$ cat src/rtl/ram_obi_bridge_pkg.sv
// Shared types and helpers for the OBI-to-prim_ram_2p port-A bridge.
// The optional feature is selected with RAM_OBI_BRIDGE_RANGE_CHECK_EN in ram_2p_obi_bridge.sv.
package ram_obi_bridge_pkg;

    typedef enum logic [1:0] {
        StIdle  = 2'd0,
        StIssue = 2'd1,
        StWait  = 2'd2,
        StResp  = 2'd3
    } bridge_state_e;

    // Widest byte-enable vector the helper accepts; callers truncate to their Width.
    localparam int unsigned MaxBytes = 64;

    function automatic logic [8*MaxBytes-1:0] be2bitmask(input logic [MaxBytes-1:0] be);
        logic [8*MaxBytes-1:0] mask;
        mask = '0;
        for (int i = 0; i < MaxBytes; i++) begin
            mask[8*i +: 8] = {8{be[i]}};
        end
        return mask;
    endfunction

endpackage

$ cat src/rtl/ram_2p_obi_bridge.sv
// Core-side OBI req/gnt/rvalid to prim_ram_2p port-A valid/ready bridge, one outstanding access.
// Define RAM_OBI_BRIDGE_RANGE_CHECK_EN to answer out-of-range addresses with err_o instead of wrapping.
module ram_2p_obi_bridge
    import ram_obi_bridge_pkg::*;
#(
    parameter int unsigned Width     = 32,
    parameter int unsigned Depth     = 128,
    parameter int unsigned AddrWidth = 32,
    localparam int unsigned Aw = $clog2(Depth),
    localparam int unsigned Bo = $clog2(Width / 8)
) (
    input  logic                 clk_a_i,
    input  logic                 rst_ni,
    input  logic                 req_i,
    output logic                 gnt_o,
    input  logic                 we_i,
    input  logic [Width/8-1:0]   be_i,
    input  logic [AddrWidth-1:0] addr_i,
    input  logic [Width-1:0]     wdata_i,
    output logic                 rvalid_o,
    output logic [Width-1:0]     rdata_o,
    output logic                 err_o,
    output logic                 a_arvalid_o,
    output logic                 a_awvalid_o,
    output logic                 a_wvalid_o,
    output logic                 a_write_o,
    output logic [Aw-1:0]        a_araddr_o,
    output logic [Aw-1:0]        a_awaddr_o,
    output logic [Width-1:0]     a_wdata_o,
    output logic [Width-1:0]     a_wmask_o,
    input  logic                 a_arready_i,
    input  logic                 a_awready_i,
    input  logic                 a_wready_i,
    input  logic                 a_rvalid_i,
    input  logic [Width-1:0]     a_rdata_i,
    output logic                 a_rready_o,
    input  logic                 a_bvalid_i,
    output logic                 a_bready_o
);

    bridge_state_e    state_q, state_d;
    logic             we_q, we_d;
    logic [Aw-1:0]    addr_q, addr_d;
    logic [Width-1:0] wdata_q, wdata_d;
    logic [Width-1:0] mask_q, mask_d;
    logic [Width-1:0] rdata_q, rdata_d;
    logic             err_q, err_d;
    logic [Width-1:0] be_mask;
    logic             out_of_range;

    for (genvar i = 0; i < Width / 8; i++) begin : g_mask
        assign be_mask[8*i +: 8] = {8{be_i[i]}};
    end

`ifdef RAM_OBI_BRIDGE_RANGE_CHECK_EN
    localparam int unsigned UpW = AddrWidth - Bo;

    logic unused_addr;
    assign unused_addr  = ^addr_i[Bo-1:0];
    assign out_of_range = {1'b0, addr_i[AddrWidth-1:Bo]} >= (UpW + 1)'(Depth);
    assign err_o        = err_q;
`else
    // Upper bits are dropped so the word address wraps modulo Depth.
    logic unused_addr;
    assign unused_addr  = ^{addr_i[AddrWidth-1:Bo+Aw], addr_i[Bo-1:0], err_q};
    assign out_of_range = 1'b0;
    assign err_o        = 1'b0;
`endif

    always_comb begin
        state_d     = state_q;
        we_d        = we_q;
        addr_d      = addr_q;
        wdata_d     = wdata_q;
        mask_d      = mask_q;
        rdata_d     = rdata_q;
        err_d       = err_q;
        gnt_o       = 1'b0;
        rvalid_o    = 1'b0;
        a_arvalid_o = 1'b0;
        a_awvalid_o = 1'b0;
        a_wvalid_o  = 1'b0;
        a_rready_o  = 1'b0;
        a_bready_o  = 1'b0;

        unique case (state_q)
            StIdle: begin
                // Gated by reset so the core sees no grant while the bridge is held in reset.
                gnt_o = rst_ni;
                if (req_i) begin
                    we_d    = we_i;
                    addr_d  = addr_i[Bo +: Aw];
                    wdata_d = wdata_i;
                    mask_d  = we_i ? be_mask : '1;
                    err_d   = 1'b0;
                    state_d = StIssue;
                    if (out_of_range) begin
                        we_d    = 1'b0;
                        err_d   = 1'b1;
                        rdata_d = '0;
                        state_d = StResp;
                    end
                end
            end
            StIssue: begin
                if (we_q) begin
                    a_awvalid_o = 1'b1;
                    a_wvalid_o  = 1'b1;
                    if (a_awready_i && a_wready_i) begin
                        state_d = StWait;
                    end
                end else begin
                    a_arvalid_o = 1'b1;
                    if (a_arready_i) begin
                        state_d = StWait;
                    end
                end
            end
            StWait: begin
                if (we_q) begin
                    a_bready_o = 1'b1;
                    if (a_bvalid_i) begin
                        state_d = StResp;
                    end
                end else begin
                    a_rready_o = 1'b1;
                    if (a_rvalid_i) begin
                        rdata_d = a_rdata_i;
                        state_d = StResp;
                    end
                end
            end
            StResp: begin
                rvalid_o = 1'b1;
                state_d  = StIdle;
            end
            default: state_d = StIdle;
        endcase
    end

    always_ff @(posedge clk_a_i or negedge rst_ni) begin
        if (!rst_ni) begin
            state_q <= StIdle;
            we_q    <= 1'b0;
            addr_q  <= '0;
            wdata_q <= '0;
            mask_q  <= '0;
            rdata_q <= '0;
            err_q   <= 1'b0;
        end else begin
            state_q <= state_d;
            we_q    <= we_d;
            addr_q  <= addr_d;
            wdata_q <= wdata_d;
            mask_q  <= mask_d;
            rdata_q <= rdata_d;
            err_q   <= err_d;
        end
    end

    // Write qualifier is held from ISSUE through RESP alongside address, data and mask.
    assign a_write_o  = we_q & (state_q != StIdle);
    assign a_araddr_o = addr_q;
    assign a_awaddr_o = addr_q;
    assign a_wdata_o  = wdata_q;
    assign a_wmask_o  = mask_q;
    assign rdata_o    = rdata_q;

endmodule

$ cat config.mk
export PLATFORM = sky130hd
export DESIGN_NAME = ram_2p_obi_bridge
export DESIGN_NICKNAME = d
export VERILOG_FILES = /design/src/rtl/ram_obi_bridge_pkg.sv /design/src/rtl/ram_2p_obi_bridge.sv
export SDC_FILE = /design/constraint.sdc
export NUM_CORES = 1
export LEC_CHECK = 0
export BUFFER_PORTS_ARGS = -buffer_cell sky130_fd_sc_hd__buf_4
export CAP_MARGIN = 15
export CORE_MARGIN = 3
export CORE_UTILIZATION = 25
export CTS_CLUSTER_SIZE = 16
export DETAILED_ROUTE_END_ITERATION = 8
export GPL_TIMING_DRIVEN = 0
export PLACE_DENSITY_LB_ADDON = 0.15
export SETUP_SLACK_MARGIN = 0.15
export SYNTH_ARGS = -nofsm -noshare
export SYNTH_HDL_FRONTEND = slang
export SYNTH_SLANG_ARGS = --single-unit
$ cat constraint.sdc
create_clock -name clk_a_i -period 1.5 [get_ports clk_a_i]
set_input_delay 0.45 -clock clk_a_i [delete_from_list [all_inputs] [get_ports clk_a_i]]
set_output_delay 0.45 -clock clk_a_i [all_outputs]
set_load 0.01 [all_outputs]
==> results.md, run 1 <==
- Peak VDD IR: ~0.96 mV
- Post-synthesis cell area: between 3000 and 4000 µm²
- Post-synthesis adder-cell area fraction: 0.0143
- Die Height: 125 µm
- Wire length on met3: just under 900 µm
- Commonest non-fill, non-tap cell in the layout: buf_4
- Fin Hold WS: between 0.03 and 0.04 ns
- Die X: between 100 and 150 µm
- WL/cell: 14.7 µm
- DR top layer: met4
- Critical path peak fanout: 3
- Run status: complete, but fails checks
- TritonCTS clock tree: yes
- Largest family of logic cells by synthesized area: multiplexers
- GR Util All Layers: 0.128
- Register clock-pin slew on the reported worst setup and hold paths: 0.06 ns
- Area grow syn2layout: 99.2%
- Fin crit period: roughly 1.8 ns
- Max clock buf depth: 2
- Final cell count without fillers: slightly below 700
- Fillers: 1171
- Reg area: approximately 2000 µm²
- Slowest stage delay, CP: 0.41 ns
- Multiplexer share of the synthesized area: 0.269
- Placed cell count: 610
- Via count: between 2000 and 3000
- FP Rows: 42
- Grt ovf: 0
- Multi-input logic area: between 1000 and 1500 µm²
- Routed met2 length: roughly 5000 µm
- Final net count: a little over 600
- Most frequent cells in the layout: buf_4 (153), buf_6 (129), dfrtp_1 (74), mux2_4 (71)
- Top-level I/O count: 228
- CP max-delay cell: dfrtp_1
- Setup violators final: between 100 and 150
- Fin worst setup slack: -0.251 ns
- Clock share of power: 0.162
- Sequential element share of the synthesized area: 0.556
- Final Max Tran Viols: 0
- Met1 Routed Length: roughly 4000 µm
- TritonCTS Buffers: 9
- ANT nets after route: 0
- Clk_lat worst skew: 0.34 ns
- Total die area: between 15000 and 20000 µm²
- Leakage: roughly 3.6 nW
- Synth Area in XOR/XNOR: 0
- WL final: between 10000 and 15000 µm
- First-pass GRT wire length: between 15000 and 20000 µm
- Cell Int Power: 11.7 mW
- RSZ-0062 raised after global routing: true
- Synth Register Bits: between 70 and 80
- Root buffer cell: clkbuf_16
- CTS Sinks: 78
- Post-synth cell types: 24
- Failing checks: negative setup slack
- Hold Path Class: input pin to async pin
- Setup crit start kind: register
- Worst Setup End Kind: output pin
- Sequential share of power: 0.239
- Antenna cells: 0
- Required time worst endpoint: around 1.1 ns
- Share of cells above drive strength 1: 0.818
- Final Skew: 0.00799 ns
- Area share of the largest cell type after synthesis: 0.556
- Drc violations: 0
- Combinational fraction of design power: 0.599
- Initial Util: 0.260
- Critical path class: register to output pin
- Synth area leaders: dfrtp_1 (56%), mux2_2 (13%), mux2_4 (13%)
- Largest net degree at the start of global routing: 80
- H-tree Lvls: 3
- Mean Syn Cell Area: 15.1 µm²
- PwrDens: between 2000 and 2500 nW/µm²
- Compound-cell area share of the yosys netlist: 0.00927
- Vias in the first global route: 3009
- Simple-gate area share of the yosys netlist: 0.0374
- Initial antenna violation count: 0
- Routability cong.: approximately 0.72
- CTS Hold Buffers Added: 0
- Mapped Nets: between 300 and 400
- Final hold viol count: 0
- Crit-path cells: inv_2 -> ha_4 -> nor2b_4 -> buf_6
- Period utilization: 1.17
- First drt pass iteration count: 4
- Core area: between 10000 and 15000 µm²
- Sw frac: 0.293
- Initial DRC count: 33
- Crit path arrival time: around 1.3 ns
- Yosys warnings: 0
- Syn Inst Count: roughly 230
- Dominant cell type by area after synthesis: dfrtp_1
- PortBufs: about 200
- DR vias/cell: ~4.1
- Total of max-cap violations: 0
- Dpl ws: -0.614 ns
- F_max: ~570 MHz
- Final setup TNS: -10.70 ns
- NetSw: between 4 and 5 mW
- Post-DP HPWL: between 6000 and 7000 µm
final timing paths:
check                      cells after the start  slack, ns          from      endpoint
max                                            4      -0.25    state_q[0]    a_rready_o
min                                            1       0.03        rst_ni   rdata_o[18]
max reg2reg                                    8      -0.22    state_q[0]   rdata_o[12]
min reg2reg                                    1       0.51  a_wdata_o[3]  a_wdata_o[3]
max in group asynchronous                      1       1.12        rst_ni  a_wmask_o[7]
min in group clk_a_i                           2       0.34  a_rdata_i[9]    rdata_o[9]
critical path, delay by kind of cell, from the launching register on:
family | cells | cell delay (ns)
adders and majority gates | 1 | 0.14
buffers and inverters | 2 | 0.24
DFF | 1 | 0.41
and+or+nand+nor | 1 | 0.18
metrics by stage:
step	util	power, mW	instance area (µm²)
after floorplan	-	7.42	3530
after global placement	0.390	10.5	5260
after detailed placement	0.390	10.6	5260
after CTS	0.484	15.6	6530
after global routing	0.518	17.6	6990
final	0.518	16.6	6990
state kept, by name, summed over array words and instances (netlist names):
register    count
we_q            1
a_wmask_o       4
rdata_o        32
a_araddr_o      7
a_wdata_o      32
state_q         2
Yosys cell counts:
master and instances:
nor2b_1 6, buf_6 3, nand2_1 6, nor2b_4 1, a21oi_1 1, conb_1 1
nand3_1 2, dfrtp_1 78, nor2_1 1, inv_1 2, a22oi_1 1, o21ai_0 4
mux2_2 40, buf_4 38, nand2_4 1, buf_12 3, mux2_4 30, mux2_1 3
mux2i_1 1, nand2b_1 1, and2_1 3, and2b_1 1, buf_2 2, ha_1 4
routing by layer:
| layer | vias up | global-route usage |
|---|---|---|
| met3 | 13 | 0.0527 |
| met4 | 0 | 0.0464 |
| li1 | 1285 | - |
| met1 | 1333 | 0.151 |
| met5 | - | 0 |
| met2 | 136 | 0.211 |
what timing repair did:
action | 4_1_cts | 5_1_grt
gates cloned | 7 | 0
pin swaps | 7 | 2
buffers inserted | 26 | 23
gates resized for setup | 151 | 69
setup endpoints to repair | 127 | 160
hold endpoints to repair | 0 | 0
power groups by stage:
stage | sequential [mW] | combinational, mW | clock, mW
after floorplan | 4.35 | 3.08 | 0
after global placement | 3.91 | 6.59 | 0
after detailed placement | 3.92 | 6.67 | 0
after CTS | 3.90 | 8.88 | 2.78
after global routing | 4.11 | 10.6 | 2.88
final | 3.96 | 9.95 | 2.69
kinds of logic (layout without fill, tap and decap cells):
family | after synthesis | in the layout
flip-flops | 78 | 78
multiplexers | 74 | 74
buffers and inverters | 48 | 321
AND/OR/NAND/NOR | 22 | 22
AO/OA/AOI/OAI | 6 | 6
adder cells (fa/ha/maj) | 4 | 4
other | 1 | 1
area by class of cell:
| class | count | area share |
|---|---|---|
| repair buffers | 257 | 0.354 |
| flip-flops and latches | 78 | 0.280 |
| multi-input cells | 107 | 0.201 |
| plain buffers | 46 | 0.0801 |
| clock buffers | 9 | 0.0322 |
| well taps | 176 | 0.0315 |
| clock inverters | 7 | 0.0208 |
| inverters | 2 | 0.00107 |
No activity file was read; power rests on OpenSTA's default activity.
==> run 2: changes to the inputs <==
--- a/config.mk
+++ b/config.mk
@@ -12,7 +12,6 @@
 export CTS_CLUSTER_SIZE = 16
 export DETAILED_ROUTE_END_ITERATION = 8
 export GPL_TIMING_DRIVEN = 0
-export PLACE_DENSITY_LB_ADDON = 0.15
 export SETUP_SLACK_MARGIN = 0.15
 export SYNTH_ARGS = -nofsm -noshare
 export SYNTH_HDL_FRONTEND = slang
==> constraint.sdc (replaced) <==
create_clock -name clk_a_i -period 1.84 [get_ports clk_a_i]
set_input_delay 0.552 -clock clk_a_i [delete_from_list [all_inputs] [get_ports clk_a_i]]
set_output_delay 0.552 -clock clk_a_i [all_outputs]
set_load 0.01 [all_outputs]
==> results.md, run 2 (same netlist as run 1, synthesis figures left out) <==
- Run status: complete, but fails checks
- Failing checks: negative setup slack
- CTS Hold Buffers Added: 0
- Most frequent cells in the layout: buf_4 (234), dfrtp_1 (74), mux2_2 (38), mux2_4 (32), buf_6 (17)
- Fin worst setup slack: -0.0201 ns
- Area grow syn2layout: 66.1%
- Fillers: between 1000 and 1500
- Total of max-cap violations: 0
- Die Height: ~120 µm
- ANT nets after route: 0
- Crit path arrival time: ~1.3 ns
- CP max-delay cell: dfrtp_1
- Setup crit start kind: register
- Critical path peak fanout: 4
- TritonCTS clock tree: yes
- Root buffer cell: clkbuf_16
- Sw frac: 0.313
- Via count: approximately 2600
- Vias in the first global route: between 2000 and 3000
- Commonest non-fill, non-tap cell in the layout: buf_4
- Initial Util: 0.260
- Clock share of power: 0.164
- Period utilization: 1.01
- Cell Int Power: about 7.4 mW
- Worst Setup End Kind: output pin
- Peak VDD IR: about 0.66 mV
- FP Rows: 42
- Placed cell count: approximately 600
- Final cell count without fillers: roughly 640
- Required time worst endpoint: approximately 1.3 ns
- Max clock buf depth: 2
- Sequential share of power: 0.299
- NetSw: 3.37 mW
- Core area: 13500 µm²
- First-pass GRT wire length: 14300 µm
- Drc violations: 0
- CP Buf/Inv Count: 2
- Routability cong.: around 0.73
- First drt pass iteration count: 4
- Fin Hold WS: about 0.13 ns
- Setup violators final: 3
- Initial antenna violation count: 0
- TritonCTS Buffers: 9
- Critical path class: register to output pin
- CP Depth: 4
- Dpl ws: -0.466 ns
- Final Max Tran Viols: 0
- Leakage: 2.99 nW
- RSZ-0062 raised after global routing: true
- Clk_lat worst skew: 0.33 ns
- Die X: between 100 and 150 µm
- Fin crit period: 1.86 ns
- Combinational fraction of design power: 0.537
- Register clock-pin slew on the reported worst setup and hold paths: ~0.06 ns
- PwrDens: 1840 nW/µm²
- Reg2reg path depth: 8
- Initial DRC count: between 60 and 70
- Hold Path Class: input pin to async pin
- Antenna cells: 0
- Flop2flop setup slack: 0.05 ns
- DR vias/cell: 4.02
- Crit-path cells: inv_2 -> ha_4 -> nor2b_4 -> buf_6
- Delay-heaviest family, CP: flip-flops
- WL/cell: approximately 14 µm
- Total die area: ~16000 µm²
- PortBufs: approximately 200
- GR Util All Layers: 0.114
- Final Skew: around 0.0051 ns
- Largest net degree at the start of global routing: 80
- Top-level I/O count: 228
- Tot Pwr: between 10 and 15 mW
- Slowest stage delay, CP: approximately 0.43 ns
- F_max: about 540 MHz
- WL final: 8880 µm
- Share of cells above drive strength 1: 0.779
- CTS Sinks: just under 80
- Post-Route Utilization: 0.432
- Final hold viol count: 0
- Grt ovf: 0
- H-tree Lvls: 3
- Final net count: between 500 and 600
- Post-DP HPWL: roughly 6600 µm
[run 2: layout make-up]
type / count / area (µm²) / area share
tap: 176 / 220 / 0.0378
sequential: 78 / 1960 / 0.336
clock inverter: 5 / 56.3 / 0.00966
clock buffer: 11 / 243 / 0.0416
buffer: 46 / 399 / 0.0685
inverter: 2 / 7.51 / 0.00129
multi-input combinational: 107 / 1240 / 0.212
timing repair buffer: 213 / 1710 / 0.293
[run 2: layer usage]
metal	global-route usage	wire length, µm
met5	0	0
met4	0.0387	119
met3	0.0545	864
met2	0.180	4140
met1	0.138	3750
[run 2: power by group through the flow]
stage               Combinational, mW  Sequential, mW  Clock [mW]
global route                     6.20            3.34        1.91
global placement                 5.34            3.19           0
finish                           5.77            3.21        1.77
floorplan                        2.48            3.53           0
detailed placement               5.41            3.21           0
CTS                              5.66            3.22        1.84
[run 2: final timing paths]
kind | endpoint | start
max in group asynchronous | a_wdata_o[27] | rst_ni
worst min-delay path | a_araddr_o[5] | rst_ni
worst max-delay path | a_rready_o | state_q[0]
worst min register to register | a_wdata_o[16] | a_wdata_o[16]
min in group clk_a_i | a_wdata_o[16] | wdata_i[16]
worst max register to register | rdata_o[8] | state_q[0]
[run 2: stage by stage]
step / area (µm²) / setup TNS [ns]
final: 5830 / -0.0378
after global routing: 5830 / -0.344
after CTS: 5690 / -0.0450
after detailed placement: 5240 / -0.466
after global placement: 5240 / -0.447
after floorplan: 3510 / 0
[run 2: worst register-to-register path, delay by kind of cell (launching register included)]
family,cells,cell delay [ns]
buf+inv,4,0.54
simple gates,2,0.26
mux,1,0.30
flops,1,0.43
fa+ha+maj,1,0.16
[run 2: timing repair]
action / in CTS / in global routing
endpoints found under the setup margin: 29 / 89
resized for setup: 27 / 12
pin swaps: 4 / 2
setup buffers: 4 / 5
gates cloned: 0 / 3
